**src/rtl/load_align_unit.sv**
```systemverilog
// Memory-phase load unit: one outstanding load, word-aligned dmem reads, result aligned and extended.
// Optional feature macro: MISALIGNED_SPLIT_EN (word-crossing loads split into two dmem beats).
module load_align_unit #(
    parameter int DATA_W = 32,
    parameter int ADDR_W = 32,
    parameter int TAG_W  = 5
) (
    input  logic              clk,
    input  logic              rst_n,
    input  logic              req_valid,
    output logic              req_ready,
    input  logic [ADDR_W-1:0] req_addr,
    input  logic [1:0]        req_size,
    input  logic              req_unsigned,
    input  logic [TAG_W-1:0]  req_tag,
    output logic              dmem_req_valid,
    input  logic              dmem_req_ready,
    output logic [ADDR_W-1:0] dmem_addr,
    input  logic              dmem_rvalid,
    input  logic [DATA_W-1:0] dmem_rdata,
    output logic              rsp_valid,
    input  logic              rsp_ready,
    output logic [DATA_W-1:0] rsp_data,
    output logic [TAG_W-1:0]  rsp_tag,
    output logic              rsp_fault
);

    localparam int BYTES = DATA_W / 8;
    localparam int OFF_W = $clog2(BYTES);

    typedef enum logic [2:0] {
        S_IDLE  = 3'd0,
        S_REQ0  = 3'd1,
        S_WAIT0 = 3'd2,
        S_REQ1  = 3'd3,
        S_WAIT1 = 3'd4,
        S_RESP  = 3'd5
    } state_t;

    // Keep the low 8*2^sz bits of v and sign/zero-extend them to DATA_W.
    function automatic logic [DATA_W-1:0] extend_f(input logic [DATA_W-1:0] v,
                                                   input logic [1:0] sz,
                                                   input logic uns);
        logic [7:0]        sh;
        logic [DATA_W-1:0] r;
        sh = 8'(DATA_W) - (8'd8 << sz);
        r  = v << sh;
        if (uns) begin
            r = r >> sh;
        end else begin
            r = $unsigned($signed(r) >>> sh);
        end
        return r;
    endfunction

    state_t              state_q, state_d;
    logic [OFF_W-1:0]    off_q, off_d;
    logic [1:0]          size_q, size_d;
    logic                uns_q, uns_d;
    logic [TAG_W-1:0]    tag_q, tag_d;
    logic [ADDR_W-1:0]   dmem_addr_q, dmem_addr_d;
    logic [DATA_W-1:0]   rsp_data_q, rsp_data_d;
    logic                rsp_fault_q, rsp_fault_d;

    logic [OFF_W-1:0]    req_off_s;
    logic [3:0]          req_n_s;
    logic                req_fault_s;
    logic [OFF_W+2:0]    sh0_s;
    logic [DATA_W-1:0]   beat0_s;

    assign req_off_s = req_addr[OFF_W-1:0];
    assign req_n_s   = 4'd1 << req_size;
    assign sh0_s     = {off_q, 3'b000};
    assign beat0_s   = dmem_rdata >> sh0_s;

`ifdef MISALIGNED_SPLIT_EN
    logic [DATA_W-1:0]   beat0_q, beat0_d;
    logic [4:0]          end_s;
    logic                cross_s;
    logic [OFF_W:0]      rem_s;
    logic [OFF_W+3:0]    sh1_s;
    logic [DATA_W-1:0]   beat1_s;

    assign req_fault_s = (DATA_W == 32) && (req_size == 2'd3);
    assign end_s       = 5'(off_q) + 5'(4'd1 << size_q);
    assign cross_s     = end_s > 5'(BYTES);
    assign rem_s       = (OFF_W+1)'(BYTES) - {1'b0, off_q};
    assign sh1_s       = {rem_s, 3'b000};
    assign beat1_s     = dmem_rdata << sh1_s;
`else
    assign req_fault_s = ((DATA_W == 32) && (req_size == 2'd3)) ||
                         ((req_off_s & OFF_W'(req_n_s - 4'd1)) != {OFF_W{1'b0}});
`endif

    // Next-state and datapath capture for the load sequencer.
    always_comb begin
        state_d     = state_q;
        off_d       = off_q;
        size_d      = size_q;
        uns_d       = uns_q;
        tag_d       = tag_q;
        dmem_addr_d = dmem_addr_q;
        rsp_data_d  = rsp_data_q;
        rsp_fault_d = rsp_fault_q;
`ifdef MISALIGNED_SPLIT_EN
        beat0_d     = beat0_q;
`endif
        case (state_q)
            S_IDLE: begin
                if (req_valid) begin
                    off_d  = req_off_s;
                    size_d = req_size;
                    uns_d  = req_unsigned;
                    tag_d  = req_tag;
                    if (req_fault_s) begin
                        rsp_fault_d = 1'b1;
                        rsp_data_d  = {DATA_W{1'b0}};
                        state_d     = S_RESP;
                    end else begin
                        rsp_fault_d = 1'b0;
                        dmem_addr_d = {req_addr[ADDR_W-1:OFF_W], {OFF_W{1'b0}}};
                        state_d     = S_REQ0;
                    end
                end else begin
                    state_d = S_IDLE;
                end
            end
            S_REQ0: begin
                if (dmem_req_ready) begin
                    state_d = S_WAIT0;
                end else begin
                    state_d = S_REQ0;
                end
            end
            S_WAIT0: begin
                if (dmem_rvalid) begin
`ifdef MISALIGNED_SPLIT_EN
                    if (cross_s) begin
                        beat0_d     = beat0_s;
                        dmem_addr_d = dmem_addr_q + ADDR_W'(BYTES);
                        state_d     = S_REQ1;
                    end else begin
                        rsp_data_d = extend_f(beat0_s, size_q, uns_q);
                        state_d    = S_RESP;
                    end
`else
                    rsp_data_d = extend_f(beat0_s, size_q, uns_q);
                    state_d    = S_RESP;
`endif
                end else begin
                    state_d = S_WAIT0;
                end
            end
`ifdef MISALIGNED_SPLIT_EN
            S_REQ1: begin
                if (dmem_req_ready) begin
                    state_d = S_WAIT1;
                end else begin
                    state_d = S_REQ1;
                end
            end
            S_WAIT1: begin
                if (dmem_rvalid) begin
                    rsp_data_d = extend_f(beat0_q | beat1_s, size_q, uns_q);
                    state_d    = S_RESP;
                end else begin
                    state_d = S_WAIT1;
                end
            end
`endif
            S_RESP: begin
                if (rsp_ready) begin
                    state_d = S_IDLE;
                end else begin
                    state_d = S_RESP;
                end
            end
            default: begin
                state_d = S_IDLE;
            end
        endcase
    end

    // State and datapath registers; reset abandons any in-flight access.
    always_ff @(posedge clk or negedge rst_n) begin
        if (!rst_n) begin
            state_q     <= S_IDLE;
            off_q       <= {OFF_W{1'b0}};
            size_q      <= 2'd0;
            uns_q       <= 1'b0;
            tag_q       <= {TAG_W{1'b0}};
            dmem_addr_q <= {ADDR_W{1'b0}};
            rsp_data_q  <= {DATA_W{1'b0}};
            rsp_fault_q <= 1'b0;
`ifdef MISALIGNED_SPLIT_EN
            beat0_q     <= {DATA_W{1'b0}};
`endif
        end else begin
            state_q     <= state_d;
            off_q       <= off_d;
            size_q      <= size_d;
            uns_q       <= uns_d;
            tag_q       <= tag_d;
            dmem_addr_q <= dmem_addr_d;
            rsp_data_q  <= rsp_data_d;
            rsp_fault_q <= rsp_fault_d;
`ifdef MISALIGNED_SPLIT_EN
            beat0_q     <= beat0_d;
`endif
        end
    end

    assign req_ready      = (state_q == S_IDLE);
    assign dmem_req_valid = (state_q == S_REQ0) || (state_q == S_REQ1);
    assign dmem_addr      = dmem_addr_q;
    assign rsp_valid      = (state_q == S_RESP);
    assign rsp_data       = rsp_data_q;
    assign rsp_tag        = tag_q;
    assign rsp_fault      = rsp_fault_q;

endmodule

```
**config.mk**
```make
export PLATFORM = sky130hd
export DESIGN_NAME = load_align_unit
export DESIGN_NICKNAME = d
export VERILOG_FILES = /design/src/rtl/load_align_unit.sv
export SDC_FILE = /design/constraint.sdc
export NUM_CORES = 1
export LEC_CHECK = 0
export BUFFER_PORTS_ARGS = -buffer_cell sky130_fd_sc_hd__clkbuf_2
export CAP_MARGIN = 20
export CORE_MARGIN = 2
export CORE_UTILIZATION = 44
export DETAILED_ROUTE_END_ITERATION = 16
export GPL_TIMING_DRIVEN = 0
export PLACE_DENSITY = 0.77
export SYNTH_ARGS = -nofsm -noshare
export SYNTH_HDL_FRONTEND = slang
export SYNTH_SLANG_ARGS = --single-unit
```
**constraint.sdc**
```tcl
create_clock -name clk -period 1.8 [get_ports clk]
set_input_delay 0.27 -clock clk [delete_from_list [all_inputs] [get_ports clk]]
set_output_delay 0.27 -clock clk [all_outputs]
set_load 0.02 [all_outputs]
```
==> metrics.txt <==
status=finished, violations left; failing checks=negative setup slack; cell type contributing the most total cell area after synthesis=sky130_fd_sc_hd__dfrtp_1; pre-CTS setup slack=-0.215 ns; first-pass iteration count of the detailed router=4; WP data arrival=2.05 ns; Leakage Power=about 2.5 nW; clock-pin slew of the registers on the worst-case setup and hold paths=0.08 ns; starting density of the core=0.456; total I/O pin count=roughly 150; maximum clock skew at final layout=between 0.008 and 0.009 ns; total via count after detailed routing=approximately 3300; flop-to-flop setup slack=-0.002 ns; Buf/Inv on CP=1; Worst Slack Setup Final=-0.00239 ns; unrepaired setup endpoints after global routing=yes; root cell of the clock tree=sky130_fd_sc_hd__clkbuf_8; largest fanout on the critical path=9; first-pass GRT wire length=16100 um; period utilization=1.00; Worst Tran Pin Value=0.602 ns; largest net degree at the start of global routing=45; clk sinks=76; fraction of final layout cells sized beyond drive strength 1=0.482; number of placed cells counting well taps=roughly 600; WP data required=2.05 ns; quantity of I/O buffers inserted on ports=148; Hold Crit Class=primary input to flip-flop; maximum frequency from static timing analysis=555 MHz; Die Wd=96.3 um; die area=9270 um2; count of final setup violators=2; clk buf depth=2; Worst VDD drop=slightly below 0.9 mV; detailed-route wire length=around 10000 um; number of distinct library cells after synthesis=41; post-route met1 wirelength=~4300 um; mean cell area of the mapped netlist=11.3 um2; top-area cell type share of the netlist area=0.508; main flop type after synthesis=sky130_fd_sc_hd__dfrtp_1; count of antenna diodes in the layout=0; most frequent cells in the layout=sky130_fd_sc_hd__clkbuf_2 (150), sky130_fd_sc_hd__dfrtp_1 (75), sky130_fd_sc_hd__nand2_1 (42); Via-to-Cell Ratio=~5.4; Core Region=8220 um2; antenna violations before repair=0; total negative slack for setup checks=-0.00452 ns; Top Layer Used=met4; fraction of synthesis flops using an asynchronous set or reset pin=1.00; count of state elements after synthesis=76; crit-path cells=buf_6, mux2i_2, mux4_2, a2bb2oi_1, o2bb2ai_1; area of the mapped netlist=roughly 3700 um2; maximum capacitance violations=0; global-route total usage across every layer=0.229; Top delay family on crit path=multiplexers; met2 routed WL=4840 um; final critical path time including I/O delays and setup=1.80 ns; type of element launching the critical path=flip-flop; detailed-route DRC error count=0; vias in the first global route=between 3000 and 4000; max-slew violation count=0; global route total overflow=0; slowest cell on the critical path=sky130_fd_sc_hd__mux4_2; relative max-transition margin=0.599; post-route insts no fill=611; last weighted congestion value of the routability-driven placer=between 0.8 and 0.9; antenna violation net count after detailed routing=0; areal power density over the cells=1800 nW/um2; height of the die=96.3 um; total count of hold-check failures in the final report=0; crit end category=flip-flop; top cells by area, synth=sky130_fd_sc_hd__dfrtp_1 (51%), sky130_fd_sc_hd__mux2_2 (9.0%), sky130_fd_sc_hd__mux2i_1 (4.5%), sky130_fd_sc_hd__nand2_1 (4.2%), sky130_fd_sc_hd__o2bb2ai_1 (3.0%); Post-Syn Instances=332; count of flip-flops with a built-in enable after synthesis=0; average detailed-routed wire length per instance=16.6 um; half-perimeter wire length of the detailed placement result=7700 um; Iter 0 DRT Violations=about 90; leading cell type in the layout, fill and taps excluded=sky130_fd_sc_hd__clkbuf_2; Seq/Total Area, Yosys=0.508; length of routed met3 wiring=929 um; clock tree from TritonCTS=done; CTS H-tree depth=3; number of warnings reported in the yosys synthesis log=0; Final Net Count=580; post-layout total power=0.00901 W; CTS buffer count=9; CP Class=flip-flop to flip-flop; growth of design area from synthesis to finish=33.5%; Final Hold Slack=0.112 ns; later-pin clock latency in the skew report=approximately 0.34 ns; largest stage delay on the critical path=0.59 ns; placement row count=33
## cells in the mapped netlist, types with 2 or more instances
cell type and n:
sky130_fd_sc_hd__buf_2 11, sky130_fd_sc_hd__a22o_1 6, sky130_fd_sc_hd__o221ai_1 2, sky130_fd_sc_hd__dfrtp_1 76, sky130_fd_sc_hd__and2_1 2, sky130_fd_sc_hd__o32ai_1 8
sky130_fd_sc_hd__a211oi_1 8, sky130_fd_sc_hd__nor2_1 10, sky130_fd_sc_hd__nor3_1 2, sky130_fd_sc_hd__o21ai_0 7, sky130_fd_sc_hd__nand2b_1 2, sky130_fd_sc_hd__mux2_2 30
sky130_fd_sc_hd__inv_1 12, sky130_fd_sc_hd__a32o_1 7, sky130_fd_sc_hd__or3_1 3, sky130_fd_sc_hd__mux2i_1 17, sky130_fd_sc_hd__a211o_1 12, sky130_fd_sc_hd__a21oi_1 12
sky130_fd_sc_hd__nand2_1 42, sky130_fd_sc_hd__buf_4 3, sky130_fd_sc_hd__nor2b_1 11, sky130_fd_sc_hd__mux4_2 2, sky130_fd_sc_hd__o2bb2ai_1 13, sky130_fd_sc_hd__a2bb2oi_1 6
sky130_fd_sc_hd__buf_6 2, sky130_fd_sc_hd__clkbuf_1 11
## metrics by stage
step,util,cell area (um2)
after floorplan,-,3750
after global placement,0.563,4630
after detailed placement,0.567,4660
after CTS,0.596,4890
after global routing,0.609,5000
final,0.609,5000
## area by class of cell
cell class | count | area [um2]
Inverter | 12 | 45.0
Sequential cell | 76 | 1900
Multi-Input combinational cell | 218 | 1730
Buffer | 25 | 156
Fill cell | 720 | 3210
Tap cell | 105 | 131
Clock buffer | 11 | 151
Timing Repair Buffer | 160 | 856
Clock inverter | 4 | 25.0
## cell families (layout without fill, tap and decap cells)
family                 after synthesis  after routing  synth area share
AO/OA/AOI/OAI                       88             88             0.189
AND/OR/NAND/NOR                     79             79             0.105
flip-flops                          76             76             0.508
multiplexers                        49             49             0.148
buffers and inverters               39            212            0.0498
other                                1              2           0.00100
## layer usage
layer | up-vias | GRT usage
met1 | 1568 | 0.282
met3 | 10 | 0.0619
li1 | 1558 | -
met5 | - | 0
met2 | 160 | 0.389
met4 | 0 | 0.0726
## power by group
part           internal (W)  switching, W
Combinational       0.00208       0.00286
Sequential          0.00243      0.000473
Clock              0.000563      0.000609
## sequential cells by signal, summed over array words and instances, names as in the netlist
name	count
rsp_fault	1
rsp_data	32
off_q	2
dmem_addr	30
size_q	2
uns_q	1
state_q	3
rsp_tag	5
## worst reg2reg max path, cell delays in order (launching register included)
cell                        delay, ns
sky130_fd_sc_hd__dfrtp_1         0.41
sky130_fd_sc_hd__buf_6           0.15
sky130_fd_sc_hd__mux2i_2         0.17
sky130_fd_sc_hd__mux4_2          0.60
sky130_fd_sc_hd__a2bb2oi_1       0.18
sky130_fd_sc_hd__o2bb2ai_1       0.20
## final timing paths
path	endpoint	depth (start not counted)	from
hold reg to reg	rsp_tag[2]	2	rsp_tag[2]
setup reg to reg	rsp_data[24]	5	off_q[0]
setup / recovery	rsp_data[24]	5	off_q[0]
min in group asynchronous	rsp_data[23]	2	rst_n
hold / removal	rsp_tag[4]	3	req_tag[4]
max in group asynchronous	rsp_data[13]	3	rst_n
## repair_timing
action                                  in CTS  in global routing
endpoints found under the hold margin       32                  0
resized for setup                           13                 15
endpoints found under the setup margin      30                 54
pin swaps                                    6                 16
setup buffers                                2                  8
hold buffers                                 1                  0
No activity file was read; power rests on OpenSTA's default activity.
